--- src/rtl/imul_accumulator_if.sv ---
// Product-stream and result handshake bundle for imul_accumulator.
//   in_valid/in_ready/product/last : product stream (master drives, slave accepts)
//   out_valid/out_ready            : result handshake (slave presents, master accepts)
//   result/count/overflow          : held sum, term count, sticky overflow flag
interface imul_accumulator_if #(
  parameter int unsigned ACC_WIDTH = 40
);
  logic                 in_valid;
  logic                 in_ready;
  logic [31:0]          product;
  logic                 last;
  logic                 out_valid;
  logic                 out_ready;
  logic [ACC_WIDTH-1:0] result;
  logic [8:0]           count;
  logic                 overflow;

  modport master (
    output in_valid, product, last, out_ready,
    input  in_ready, out_valid, result, count, overflow
  );

  modport slave (
    input  in_valid, product, last, out_ready,
    output in_ready, out_valid, result, count, overflow
  );
endinterface

--- src/rtl/imul_accumulator.sv ---
// Multiply-accumulate back end: sums a burst of 32-bit unsigned products into an
// ACC_WIDTH-bit accumulator and offers the finished sum through a valid/ready handshake.
// Ports:
//   clk_i   : clock, rising edge
//   rst_ni  : asynchronous active-low reset
//   clear_i : synchronous abort/clear, overrides any transfer or result handshake
//   bus     : imul_accumulator_if.slave (product stream in, result handshake out)
// Build option: define IMUL_ACC_SATURATE_EN to clamp the sum at 2^ACC_WIDTH-1 on overflow;
// otherwise the sum wraps. The overflow flag is set in both cases.
module imul_accumulator #(
  parameter int unsigned ACC_WIDTH = 40,
  parameter int unsigned MAX_TERMS = 256
) (
  input logic               clk_i,
  input logic               rst_ni,
  input logic               clear_i,
  imul_accumulator_if.slave bus
);

  localparam int unsigned PadW     = ACC_WIDTH - 32;
  localparam logic [8:0]  MaxTerms = 9'(MAX_TERMS);

  typedef enum logic [1:0] {StIdle, StAccum, StHold} state_e;

  state_e               state_q;
  logic [ACC_WIDTH-1:0] acc_q, acc_d;
  logic [8:0]           count_q, count_d;
  logic                 ovf_q, ovf_d;
  logic [ACC_WIDTH:0]   sum;
  logic                 end_burst;

  // Running-sum datapath, one bit wider than the accumulator to catch the carry.
  always_comb begin
    sum       = {1'b0, acc_q} + {1'b0, {PadW{1'b0}}, bus.product};
    count_d   = count_q + 9'd1;
    ovf_d     = ovf_q | sum[ACC_WIDTH];
`ifdef IMUL_ACC_SATURATE_EN
    // Once saturated the sum stays pinned at all-ones for the rest of the burst.
    acc_d     = ovf_d ? {ACC_WIDTH{1'b1}} : sum[ACC_WIDTH-1:0];
`else
    acc_d     = sum[ACC_WIDTH-1:0];
`endif
    end_burst = bus.last || (count_d == MaxTerms);
  end

  always_ff @(posedge clk_i or negedge rst_ni) begin
    if (!rst_ni) begin
      state_q <= StIdle;
      acc_q   <= '0;
      count_q <= '0;
      ovf_q   <= 1'b0;
    end else if (clear_i) begin
      state_q <= StIdle;
      acc_q   <= '0;
      count_q <= '0;
      ovf_q   <= 1'b0;
    end else begin
      unique case (state_q)
        StIdle: begin
          if (bus.in_valid) begin
            // First term loads rather than adds, so the previous held sum is discarded.
            acc_q   <= {{PadW{1'b0}}, bus.product};
            count_q <= 9'd1;
            ovf_q   <= 1'b0;
            state_q <= (bus.last || (MaxTerms == 9'd1)) ? StHold : StAccum;
          end
        end
        StAccum: begin
          if (bus.in_valid) begin
            acc_q   <= acc_d;
            count_q <= count_d;
            ovf_q   <= ovf_d;
            state_q <= end_burst ? StHold : StAccum;
          end
        end
        StHold: begin
          if (bus.out_ready) begin
            state_q <= StIdle;
          end
        end
        default: state_q <= StIdle;
      endcase
    end
  end

  // Handshake outputs come from state only: no input-to-output combinational path.
  assign bus.in_ready  = (state_q != StHold);
  assign bus.out_valid = (state_q == StHold);
  assign bus.result    = acc_q;
  assign bus.count     = count_q;
  assign bus.overflow  = ovf_q;

endmodule
--- src/flat_wrapper.sv ---
// flat-port wrapper written by rule: the top's interface ports become plain ports
module imul_accumulator_flat 
#(
  parameter int unsigned ACC_WIDTH = 40,
  parameter int unsigned MAX_TERMS = 256
)
  (clk_i, rst_ni, clear_i, bus_in_valid, bus_product, bus_last, bus_out_ready, bus_in_ready, bus_out_valid, bus_result, bus_count, bus_overflow);
  imul_accumulator_if #(.ACC_WIDTH(ACC_WIDTH)) bus_i ();
  input logic clk_i;
  input logic rst_ni;
  input logic clear_i;
  input wire logic [$bits(bus_i.in_valid)-1:0] bus_in_valid;
  input wire logic [$bits(bus_i.product)-1:0] bus_product;
  input wire logic [$bits(bus_i.last)-1:0] bus_last;
  input wire logic [$bits(bus_i.out_ready)-1:0] bus_out_ready;
  output wire logic [$bits(bus_i.in_ready)-1:0] bus_in_ready;
  output wire logic [$bits(bus_i.out_valid)-1:0] bus_out_valid;
  output wire logic [$bits(bus_i.result)-1:0] bus_result;
  output wire logic [$bits(bus_i.count)-1:0] bus_count;
  output wire logic [$bits(bus_i.overflow)-1:0] bus_overflow;
  assign bus_i.in_valid = bus_in_valid;
  assign bus_i.product = bus_product;
  assign bus_i.last = bus_last;
  assign bus_i.out_ready = bus_out_ready;
  assign bus_in_ready = bus_i.in_ready;
  assign bus_out_valid = bus_i.out_valid;
  assign bus_result = bus_i.result;
  assign bus_count = bus_i.count;
  assign bus_overflow = bus_i.overflow;
  imul_accumulator #(.ACC_WIDTH(ACC_WIDTH), .MAX_TERMS(MAX_TERMS)) u_core (.clk_i(clk_i), .rst_ni(rst_ni), .clear_i(clear_i), .bus(bus_i));
endmodule
--- config.mk ---
export PLATFORM = sky130hd
export DESIGN_NAME = imul_accumulator_flat
export DESIGN_NICKNAME = d
export VERILOG_FILES = /design/src/rtl/imul_accumulator_if.sv /design/src/rtl/imul_accumulator.sv /design/src/flat_wrapper.sv
export SDC_FILE = /design/constraint.sdc
export NUM_CORES = 1
export LEC_CHECK = 0
export ABC_AREA = 0
export ABC_CLOCK_PERIOD_IN_PS = 5350
export BUFFER_PORTS_ARGS = -buffer_cell sky130_fd_sc_hd__buf_2
export CAP_MARGIN = 15
export CORE_MARGIN = 2
export CORE_UTILIZATION = 55
export CTS_CLUSTER_DIAMETER = 40
export CTS_CLUSTER_SIZE = 8
export DETAILED_ROUTE_END_ITERATION = 8
export PLACE_DENSITY = 0.81
export SYNTH_ARGS = -nofsm -noshare
export SYNTH_HDL_FRONTEND = slang
export SYNTH_SLANG_ARGS = --single-unit
export TNS_END_PERCENT = 50
--- constraint.sdc ---
create_clock -name clk_i -period 5.35 [get_ports clk_i]
set_input_delay 0.8025 -clock clk_i [delete_from_list [all_inputs] [get_ports clk_i]]
set_output_delay 0.8025 -clock clk_i [all_outputs]
set_load 0.02 [all_outputs]
# Yosys cells after proc, flatten, opt, wreduce, memory -nomap -nowiden
# Index checks and enable logic that the tools add are counted.
[totals] ff_bits=52 latchBits=0 ram_bits=0 romBits=0 in_bits=38 output_inout_bits=52 elab_cells=38 mem_count=0
[op_classes] n_addsub=2 mul=0 div=0 order_cmp=0 n_eq_ne=7 shift=0 n_mux=19 bitwise=1 n_reduce_logical=5
[op_table] cell="2-to-1 mux 40 bit" n=3
[op_table] cell="case mux 40 bit (2 select lines)" n=1
[op_table] cell="adder 40 x 32 -> 41 bit" n=1
[op_table] cell="2-to-1 mux 9 bit" n=3
[op_table] cell="case mux 9 bit (2 select lines)" n=1
[op_table] cell="2-to-1 mux 2 bit" n=6
[op_table] cell="adder 9 x 1 -> 9 bit (second input constant)" n=1
[op_table] cell="equality test 9 bit (second input constant)" n=1
[op_table] cell="!= test 3 bit (second input constant)" n=3
[op_table] cell="case mux 2 bit (3 select lines)" n=1
[op_table] cell="AND reduction 3 bit" n=2
[op_table] cell="2-to-1 mux 1 bit" n=3
[op_table] cell="nonzero test 3 bit" n=1
[op_table] cell="equality test 2 x 1 -> 1 bit (second input constant)" n=1
[op_table] cell="equality test 2 bit (second input constant)" n=1
[op_table] cell="logical NOT 2 bit" n=1
[op_table] cell="!= test 2 bit (second input constant)" n=1
[op_table] cell="case mux 1 bit (2 select lines)" n=1
[op_table] cell="logical OR 1 bit" n=1
[op_table] cell="OR 1 bit" n=1

# Logic depth before layout (Yosys ltp)
# Gate-level depths: netlist (run 1).
[logic_depth] ltp_word=7 depth_mapped=13 mapped_depth_nobuf=13

# Worst setup path after synthesis (run 1)
# No wires, ideal clock.
[synth_timing] path_type="input -> register" start="input bus_product[0]" end="register u_core.acc_q[36] (netlist: u_core.bus.result[36])" t_arrival_ns=2.965 path_slack_ns=2.261 stages=13 n_path_buf=0 path_cell_list="ha_1 -> inv_1 -> fa_1 -> nor2b_4 -> o2111a_1 -> o21ai_2 -> o21ai_2 -> a31o_1 -> o211ai_2 -> a21boi_2 -> o211a_4 -> a31oi_1 -> a211o_1"
[synth_via] elab_chain_len=4
[synth_lines] item="start, declared" line_no="flat_wrapper.sv:13" rtl="input wire logic [$bits(bus_i.product)-1:0] bus_product;"
[synth_lines] item="adder 40 x 32 -> 41 bit" line_no="imul_accumulator.sv:34" rtl="sum = {1'b0, acc_q} + {1'b0, {PadW{1'b0}}, bus.product};"
[synth_lines] item="2-to-1 mux 40 bit" line_no="imul_accumulator.sv:69" rtl="if (bus.in_valid) begin"
[synth_lines] item="case mux 40 bit (2 select lines)" line_no="imul_accumulator.sv:58" rtl="unique case (state_q)"
[synth_lines] item="2-to-1 mux 40 bit" line_no="imul_accumulator.sv:52" rtl="end else if (clear_i) begin"
[synth_lines] item="end signal, assigned" line_no="imul_accumulator.sv:62" rtl="acc_q <= {{PadW{1'b0}}, bus.product};"
[synth_lines] item="end, declared" line_no="imul_accumulator.sv:26" rtl="logic [ACC_WIDTH-1:0] acc_q, acc_d;"
# Every way passes these cells. The select of a mux whose other input is x is not followed.
# A chain may end at the register's enable or synchronous reset.

# Final worst setup path (run 1)
# Ends and elaborated chain as after synthesis.

==> results.json, run 1 <==
{
  "status": "finished, final reports clean",
  "clockBufferDepth": 2,
  "synth_edf_count": 0,
  "worstMarginPinSlew_ns": 0.8994,
  "most-common-layout-cells": "89 x buf_2, 59 x o21ai_0, 53 x nand2_1",
  "netlist-cell-type-count": 59,
  "h-tree-depth": 2,
  "finClkSkew_ns": 0.005267,
  "crit-reg2reg-launch": "u_core.bus.result[0]",
  "rr_worst_depth": 13,
  "antenna_found_initial": 1,
  "critPathMaxFanout": 7,
  "synth_cells": 497,
  "cpMostUsedCell": "o21ai_2",
  "die-area_um2": 8230,
  "die_y_um": 90.72,
  "tritoncts": "done",
  "die_w_um": 90.72,
  "worstPathCellList": "buf_2 -> ha_1 -> inv_1 -> fa_1 -> nor2b_4 -> o2111a_1 -> o21ai_2 -> o21ai_2 -> a31o_1 -> o211ai_2 -> a21boi_2 -> o211a_4 -> a31oi_1 -> a211o_1",
  "hold_viol": 0,
  "final_common_cell": "buf_2",
  "cts_buffers": 5,
  "grt_use_total": 0.2467,
  "start_util": 0.5703,
  "clk_latency_ns": 0.32,
  "crit_start": "bus_product[0]",
  "grt_max_degree": 53,
  "cts_root_buf": "clkbuf_8",
  "clkSinkCount": 52,
  "post-route-drc-count": 0,
  "peakVddDrop_v": 0.0001468,
  "layout-drive-gt1-share": 0.1979,
  "crit_path_end_kind": "flop",
  "cts_resized": 0,
  "diodes": 0,
  "routed_wl_mm": 10.25,
  "cts.clk_slew.worst_paths_ns": 0.11,
  "initialDrtViolationCount": 206,
  "post_cts_buffers": 0,
  "fill_cells": 642,
  "synth_area_um2": 4136,
  "crit_path_max_incr_delay_ns": 0.41,
  "rsz0062_at_grt": "no",
  "fp.coreArea_um2": 7253,
  "synth.ff_latch_count": 52,
  "final_util": 0.6543,
  "critPathKind": "in -> reg",
  "syn2layout_area_growth_pct": 14.73,
  "cp-start-kind": "input pin",
  "max_freq_ghz": 0.3222,
  "ys_seq_area_frac": 0.3146,
  "crit_arrival_ns": 3.32,
  "synth_fp_nets": 569,
  "multi_input_area_um2": 2693,
  "setup_viol": 0,
  "async_reset_ff_frac": 1.000,
  "setup_tns_ns": 0,
  "hold_path.class": "reg -> reg",
  "maxSlewViolCount": 0,
  "fin_crit_ns": 3.103,
  "grt_pass1_vias": 3780,
  "drtAntennaViolNets": 0,
  "crit_family": "compound AO/OA/AOI/OAI gates",
  "gp_congestion": 0.8699,
  "nets": 647,
  "crit_buf_inv": 2,
  "relSlewSlack": 0.3982,
  "grt-ovfl-total": 0,
  "ios": 90,
  "crit_slowest_cell": "fa_1",
  "port_buffers": 89,
  "fp-row-count": 31,
  "seq_area_um2": 1301,
  "vias": 4085,
  "hold_path.startpoint": "u_core.bus.result[37]",
  "cts.hold.buffers_added": 0,
  "worstPathRequired_ns": 5.56,
  "viasPerCell": 6.052,
  "hold_path_depth": 1,
  "synth_area_per_cell_um2": 8.323,
  "first_pass_iters": 5,
  "fin_crit_sh": 0.5801,
  "cp.depth": 14,
  "power_w": 0.001039,
  "powerDensity_nw_per_um2": 218.9,
  "ys.warnings.count": 0,
  "p_leak_nw": 2.375,
  "grt_pass1_wl_mm": 17.12,
  "route.detailed.wl_per_inst_um": 15.18,
  "synth_ff_type": "dfrtp_1",
  "maxCapViolCount": 0,
  "dp.final_hpwl_mm": 7.676
}
[cell usage after synthesis (2+ instances only)]
master | number | area, um^2
o21ai_0 | 59 | 295.3
nand2_1 | 53 | 198.9
dfrtp_1 | 52 | 1301
a21oi_1 | 40 | 200.2
nor2_1 | 37 | 138.9
ha_1 | 33 | 412.9
a21o_1 | 18 | 135.1
a22oi_1 | 17 | 127.6
clkbuf_1 | 17 | 63.81
xnor2_1 | 17 | 148.9
inv_1 | 15 | 56.30
nand4_1 | 13 | 81.33
nand3_1 | 11 | 55.05
nor3_1 | 11 | 55.05
xor2_1 | 11 | 96.34
nand2b_1 | 7 | 43.79
a31oi_1 | 6 | 37.54
and3_1 | 6 | 37.54
nor2b_1 | 6 | 37.54
mux2i_1 | 5 | 50.05
o21a_1 | 4 | 30.03
o21bai_1 | 4 | 30.03
a211o_1 | 3 | 26.28
a41oi_1 | 3 | 26.28
o21ai_2 | 3 | 26.28
o22ai_1 | 3 | 18.77
or3_1 | 3 | 18.77
a211oi_1 | 2 | 15.01
a22o_1 | 2 | 17.52
a311oi_1 | 2 | 17.52
a32oi_1 | 2 | 17.52
buf_2 | 2 | 10.01
o211ai_1 | 2 | 15.01
o31ai_1 | 2 | 15.01
o41ai_1 | 2 | 17.52
[report_power, final]
part	switching (W)	leakage (nW)	internal, W
combinational	0.000218	1.62	0.000141
sequential	0.0000185	0.705	0.000413
clock	0.000152	0.0463	0.0000965
[layer usage]
| layer | track usage | vias to the layer above | share of wire |
|---|---|---|---|
| li1 | - | 1990 | - |
| met1 | 0.3229 | 1931 | 0.45 |
| met2 | 0.4185 | 147 | 0.47 |
| met3 | 0.04758 | 17 | 0.066 |
| met4 | 0.06410 | 0 | 0.012 |
| met5 | 0 | - | 0 |
[per-stage QoR]
step / cells / setup WS, ns / hold slack, ns / cell area (um^2)
detailed placement: 667 / 1.934 / 0.4942 / 4649
floorplan: 497 / 2.261 / 0.5063 / 4136
global route: 675 / 2.120 / 0.5393 / 4746
global placement: 667 / 2.013 / 0.4761 / 4649
CTS: 675 / 2.274 / 0.5094 / 4746
finish: 675 / 2.247 / 0.5046 / 4746
[worst register-to-register path, cell delays in order (launching register included)]
cell      delay, ns
dfrtp_1        0.39
ha_1           0.17
inv_1          0.05
fa_1           0.42
nor2b_4        0.15
o2111a_1       0.23
o21ai_2        0.10
o21ai_2        0.21
a31o_1         0.23
o211ai_2       0.12
a21boi_2       0.19
o211a_4        0.21
a31oi_1        0.08
a211o_1        0.28
[worst paths after layout]
kind                                    endpoint  slack, ns
min in group asynchronous  u_core.bus.result[16]       0.59
min                        u_core.bus.result[37]       0.50
max reg2reg                u_core.bus.result[36]       2.41
max in group asynchronous  u_core.bus.result[14]       4.30
max                        u_core.bus.result[36]       2.25
min reg2reg                u_core.bus.result[37]       0.50
[layout make-up]
cell class              count  area share
multi-input cells         408      0.5674
flip-flops and latches     52      0.2742
repair buffers             93      0.1002
well taps                  99     0.02610
clock buffers               5     0.01450
inverters                  15     0.01186
clock inverters             3    0.005800
[sequential cells by signal (all words and copies together), names as in the netlist]
register,count
u_core.bus.result,40
u_core.bus.count,9
u_core.bus.overflow,1
u_core.state_q,2
[cells by family (layout without fill, tap and decap cells)]
family,after synthesis,in the layout,share of synthesized area
multiplexers,5,5,0.01210
flip-flops,52,52,0.3146
XOR/XNOR,28,28,0.05928
buffers and inverters,37,116,0.03720
adder cells (fa/ha/maj),34,34,0.1047
AND/OR/NAND/NOR,152,152,0.1727
AO/OA/AOI/OAI,189,189,0.2995
(Power assumes the default switching activity.)
==> run 2: changes to the inputs <==
ABC_AREA = 1   (was 0)
ABC_CLOCK_PERIOD_IN_PS = 2600   (was 5350)
CORE_UTILIZATION = 53   (was 55)
PLACE_DENSITY = 0.79   (was 0.81)
clock period = 2.6 ns   (was 5.35 ns; I/O delays follow)
==> results.json, run 2 <==
{
  "die-area_um2": 11310,
  "fin_crit_sh": 0.8393,
  "rsz0062_at_grt": "no",
  "fp.coreArea_um2": 10230,
  "hold_viol": 0,
  "met3_usage": 0.03127,
  "grt_use_total": 0.2816,
  "cts_buffers": 5,
  "stdcell_area_um2": 6270,
  "async_reset_ff_frac": 1.000,
  "layout-drive-gt1-share": 0.1552,
  "setup_viol": 0,
  "ios": 90,
  "synth.most_common_cell": "nand2_1",
  "fp-row-count": 37,
  "viasPerCell": 4.956,
  "ys.warnings.count": 0,
  "cts_resized": 0,
  "synth_area_per_cell_um2": 5.741,
  "clk_latency_ns": 0.32,
  "route.detailed.wl_per_inst_um": 12.93,
  "drtAntennaViolNets": 0,
  "diodes": 0,
  "final_util": 0.6128,
  "rr_worst_depth": 15,
  "yosys-top-cells-count": "360 x nand2_1, 175 x inv_1, 110 x nor2_1",
  "synth_fp_nets": 1039,
  "cts.clk_slew.worst_paths_ns": 0.12,
  "grt_most_used_layer": "met2",
  "fin_crit_ns": 2.182,
  "use_met2": 0.4867,
  "syn2layout_area_growth_pct": 12.94,
  "met1_usage": 0.3749,
  "p_leak_nw": 3.810,
  "synthTopCellsByArea": "nand2_1 24%, dfrtp_1 23%, inv_1 12%",
  "synth_ff_type": "dfrtp_1",
  "synth.ff_latch_count": 52,
  "grt_pass1_wl_mm": 25.83,
  "relSlewSlack": 0.5633,
  "vias": 5912,
  "crit_arrival_ns": 2.40,
  "r2r_end": "u_core.bus.result[32]",
  "tritoncts": "done",
  "dpl-instance-area_um2": 6176,
  "grt_max_degree": 44,
  "ys_seq_area_frac": 0.2344,
  "post-route-drc-count": 0,
  "netlist-cell-type-count": 33,
  "setup_tns_ns": 0,
  "cts_root_buf": "clkbuf_8",
  "cts.hold.buffers_added": 0,
  "regToRegSetupSlack_ns": 0.42,
  "hold_path.class": "in -> async",
  "die_w_um": 106.3,
  "maxSlewViolCount": 0,
  "crit-reg2reg-launch": "u_core.bus.result[0]",
  "powerDensity_nw_per_um2": 375.7,
  "clockBufferDepth": 2,
  "crit_start": "u_core.bus.result[0]",
  "h-tree-depth": 2,
  "fill_cells": 1082,
  "synth_cells": 967,
  "cp-start-kind": "flop",
  "nets": 1128,
  "most-common-layout-cells": "360 x nand2_1, 175 x inv_1, 110 x nor2_1",
  "die_y_um": 106.3,
  "synth_edf_count": 0,
  "status": "finished, final reports clean",
  "maxCapViolCount": 0,
  "crit_path_end_kind": "flop",
  "critPathKind": "reg -> reg",
  "dp.final_hpwl_mm": 12.65,
  "peakVddDrop_v": 0.0002326,
  "initialDrtViolationCount": 319,
  "finClkSkew_ns": 0.01838,
  "critPathMaxFanout": 4,
  "antenna_found_initial": 0,
  "clkSinkCount": 52,
  "yosysTopAreaCell": "nand2_1",
  "crit_path_end": "u_core.bus.result[32]",
  "yosysTopAreaCellShare": 0.2434,
  "post_cts_buffers": 0,
  "synth_area_um2": 5552,
  "largest_register_ffs": 40,
  "final_common_cell": "nand2_1",
  "worstMarginPinSlew_ns": 0.6550,
  "grt-ovfl-total": 0,
  "worstPathRequired_ns": 2.82,
  "routed_wl_mm": 15.42,
  "port_buffers": 89,
  "grt_pass1_vias": 5505,
  "max_freq_ghz": 0.4582,
  "first_pass_iters": 7,
  "gp_congestion": 1.030,
  "start_util": 0.5426
}
==> run 2: changes by cell type in the layout (fill, tap and decap cells not counted), moves of 15 or more <==
cell,before,now
nor2_1,37,110
inv_1,15,175
xnor2_1,17,2
o21ai_0,59,34
a21oi_1,39,21
nand2_2,0,25
nand2_1,53,360
a21o_1,18,0
a22oi_1,17,2
nand3_1,11,54
==> run 2: worst min-delay path by stage <==
| stage | cells past startpoint | endpoint | slack (ns) |
|---|---|---|---|
| 6_report | 1 | u_core.bus.result[0] | 0.08 |
| 5_1_grt | 1 | u_core.bus.result[0] | 0.14 |
| 4_1_cts | 1 | u_core.bus.result[0] | 0.11 |
| 3_5_place_dp | 1 | u_core.bus.result[0] | 0.46 |
| 3_3_place_gp | 1 | u_core.bus.result[0] | 0.46 |
| 2_1_floorplan | 0 | u_core.bus.count[0] | 0.09 |
==> run 2: metal layers <==
layer  share of wire  routed length, um
met5               0                  0
met4           0.020                315
met3           0.050                764
met2            0.47               7186
met1            0.46               7156
==> run 2: worst max-delay path, cell delays in order (launching register included) <==
cell and delay, ns:
dfrtp_1 0.39, ha_1 0.21, inv_1 0.07, fa_1 0.39, inv_1 0.12, nand3_1 0.07
nand3_1 0.15, nand2_1 0.09, nand2_2 0.11, nand2_1 0.08, nand2_2 0.09, nand2_1 0.06
nand2_1 0.08, nand2_1 0.05, nand3_1 0.07, nand2_1 0.05
==> run 2: cell type report <==
type | instances | area (um^2) | share of cell area
tap | 136 | 170.2 | 0.02714
inverter | 181 | 679.4 | 0.1084
multi-input combinational | 720 | 3515 | 0.5606
clock buffer | 5 | 68.82 | 0.01098
timing repair buffer | 96 | 510.5 | 0.08142
clock inverter | 3 | 25.02 | 0.003991
sequential | 52 | 1301 | 0.2075
==> run 2: cells by family after synthesis <==
| family | share of synthesized area |
|---|---|
| AOI/OAI and AO/OA | 0.08316 |
| xor gates and xnor gates | 0.02524 |
| adders and majority gates | 0.07798 |
| buffers and inverters | 0.1334 |
| DFF | 0.2344 |
| and+or+nand+nor | 0.4458 |
==> run 2: power breakdown <==
group / internal, W / switching (W)
combinational: 0.000306 / 0.000645
clock: 0.000197 / 0.000314
sequential: 0.000852 / 0.0000410
total: 0.00136 / 0.000999
==> run 2: per-stage QoR <==
step           setup WS [ns]  cells  hold WS (ns)  power (W)
5_1_grt               0.2161   1193        0.1416   0.002532
4_1_cts               0.4264   1193        0.1080   0.002360
3_3_place_gp          0.4019   1185        0.4605   0.001840
3_5_place_dp          0.3571   1185        0.4600   0.001851
2_1_floorplan         0.5414    967       0.09441   0.001565
6_report              0.4177   1193       0.08238   0.002355
==> run 3: changes to the inputs <==
ABC_CLOCK_PERIOD_IN_PS = 2140   (was 2600)
CORE_UTILIZATION = 55   (was 53)
PLACE_DENSITY = 0.78   (was 0.79)
clock period = 2.14 ns   (was 2.6 ns; I/O delays follow)
==> results.json, run 3 (synthesis gave the netlist of run 2 again) <==
{
  "crit_arrival_ns": 2.25,
  "die_y_um": 104.5,
  "whs_ns": 0.2350,
  "hold_viol": 0,
  "largest_register_ffs": 40,
  "first_pass_iters": 5,
  "powerDensity_nw_per_um2": 457.4,
  "viasPerCell": 4.968,
  "cp-start-kind": "flop",
  "layout-drive-gt1-share": 0.1811,
  "place_ws_ns": 0.02802,
  "setup_ws_ns": 0.1164,
  "grt_pass1_wl_mm": 26.12,
  "route.detailed.wl_per_inst_um": 13.08,
  "crit_path_end_kind": "flop",
  "critPathKind": "reg -> reg",
  "die_w_um": 104.5,
  "start_util": 0.5680,
  "peakVddDrop_v": 0.0003294,
  "setup_viol": 0,
  "die-area_um2": 10910,
  "tritoncts": "done",
  "fp-row-count": 36,
  "drtAntennaViolNets": 0,
  "grt_max_degree": 53,
  "vias": 5982,
  "syn2layout_area_growth_pct": 16.14,
  "fp.coreArea_um2": 9774,
  "grt-ovfl-total": 0,
  "critPathMaxFanout": 4,
  "use_met2": 0.4986,
  "diodes": 0,
  "routed_wl_mm": 15.75,
  "clk_latency_ns": 0.33,
  "cts_root_buf": "clkbuf_8",
  "met3_usage": 0.03446,
  "nets": 1142,
  "fin_crit_sh": 0.9456,
  "grt_pass1_vias": 5566,
  "worstPathRequired_ns": 2.37,
  "dp.final_hpwl_mm": 12.70,
  "maxSlewViolCount": 0,
  "finalNonFillerCells": 1204,
  "initialDrtViolationCount": 257,
  "gp_congestion": 0.9837,
  "grt_most_used_layer": "met2",
  "clkSinkCount": 52,
  "most-common-layout-cells": "358 x nand2_1, 175 x inv_1, 106 x nor2_1",
  "cts.clk_slew.worst_paths_ns": 0.12,
  "cts_buffers": 5,
  "antenna_found_initial": 0,
  "clockBufferDepth": 2,
  "hold_path_depth": 4,
  "post-route-drc-count": 0,
  "p_leak_nw": 3.882,
  "max_freq_ghz": 0.4942,
  "worstMarginPinSlew_ns": 0.3755,
  "met1_usage": 0.3794,
  "hold_path.class": "in -> reg",
  "status": "finished, final reports clean",
  "final_common_cell": "nand2_1",
  "dp.cells": 1194,
  "h-tree-depth": 2,
  "relSlewSlack": 0.7497,
  "finClkSkew_ns": 0.01506,
  "ios": 90,
  "rr_worst_depth": 15,
  "port_buffers": 89,
  "maxCapViolCount": 0,
  "fin_crit_ns": 2.024,
  "grt_use_total": 0.2944
}
run 3: cell types whose count changed in the layout (fill, tap and decap cells not counted), moves of 2 or more:
cell     before  now
nor2_2       11   15
nor2_1      110  106
a21oi_1      21   18
ha_1         33   27
nand2_1     360  358
buf_4         6   19
a21oi_2       2    4
ha_2          0    5
nand2_2      25   27
run 3: metrics by stage:
stage | total power [W] | instance area [um^2] | utilization | TNS, ns
after floorplan | 0.001901 | 5552 | - | 0
after global placement | 0.002262 | 6262 | 0.6407 | 0
after detailed placement | 0.002274 | 6262 | 0.6407 | 0
after CTS | 0.002926 | 6366 | 0.6513 | 0
after global routing | 0.003159 | 6447 | 0.6596 | -0.03456
final | 0.002949 | 6447 | 0.6596 | 0
run 3: timing repair:
item / 4_1_cts / 5_1_grt
hold buffers: 1 / 0
hold endpoints to repair: 52 / 0
buffers inserted: 0 / 1
setup endpoints to repair: 0 / 19
gates resized for setup: 0 / 19
run 3: worst paths after layout:
check | from | to | slack [ns]
min reg2reg | u_core.bus.result[27] | u_core.bus.result[27] | 0.52
min | bus_out_ready | u_core.state_q[1] | 0.23
max reg2reg | u_core.bus.result[0] | u_core.bus.result[32] | 0.12
max | u_core.bus.result[0] | u_core.bus.result[32] | 0.12
max in group asynchronous | rst_ni | u_core.bus.result[10] | 1.37
min in group asynchronous | rst_ni | u_core.bus.result[1] | 0.49
run 3: critical path, cell delays in order, from the launching register on:
cell	delay (ns)
dfrtp_1	0.38
ha_2	0.19
inv_1	0.05
fa_2	0.34
inv_1	0.08
nand3_1	0.09
nand3_2	0.12
nand2_1	0.08
nand2_2	0.08
nand2_1	0.07
nand2_2	0.10
nand2_1	0.07
nand2_1	0.08
nand2_1	0.05
nand3_1	0.07
nand2_1	0.05
run 3: area by class of cell:
type | instances | area (um^2)
Fill cell | 984 | 3327
Sequential cell | 52 | 1301
Tap cell | 133 | 166.4
Clock inverter | 3 | 25.02
Multi-Input combinational cell | 720 | 3588
Timing Repair Buffer | 110 | 618.1
Inverter | 181 | 679.4
Clock buffer | 5 | 68.82
run 3: report_power, final:
| group | total, W | internal, W | switching [W] |
|---|---|---|---|
| combinational | 0.00121 | 0.000412 | 0.000797 |
| clock | 0.000654 | 0.000240 | 0.000414 |
| sequential | 0.00109 | 0.00104 | 0.0000503 |
run 3: routing by layer:
metal | vias to the layer above | wire (um)
li1 | 3143 | -
met1 | 2655 | 7099
met2 | 150 | 7235
met3 | 34 | 765
met4 | 0 | 646
met5 | - | 0
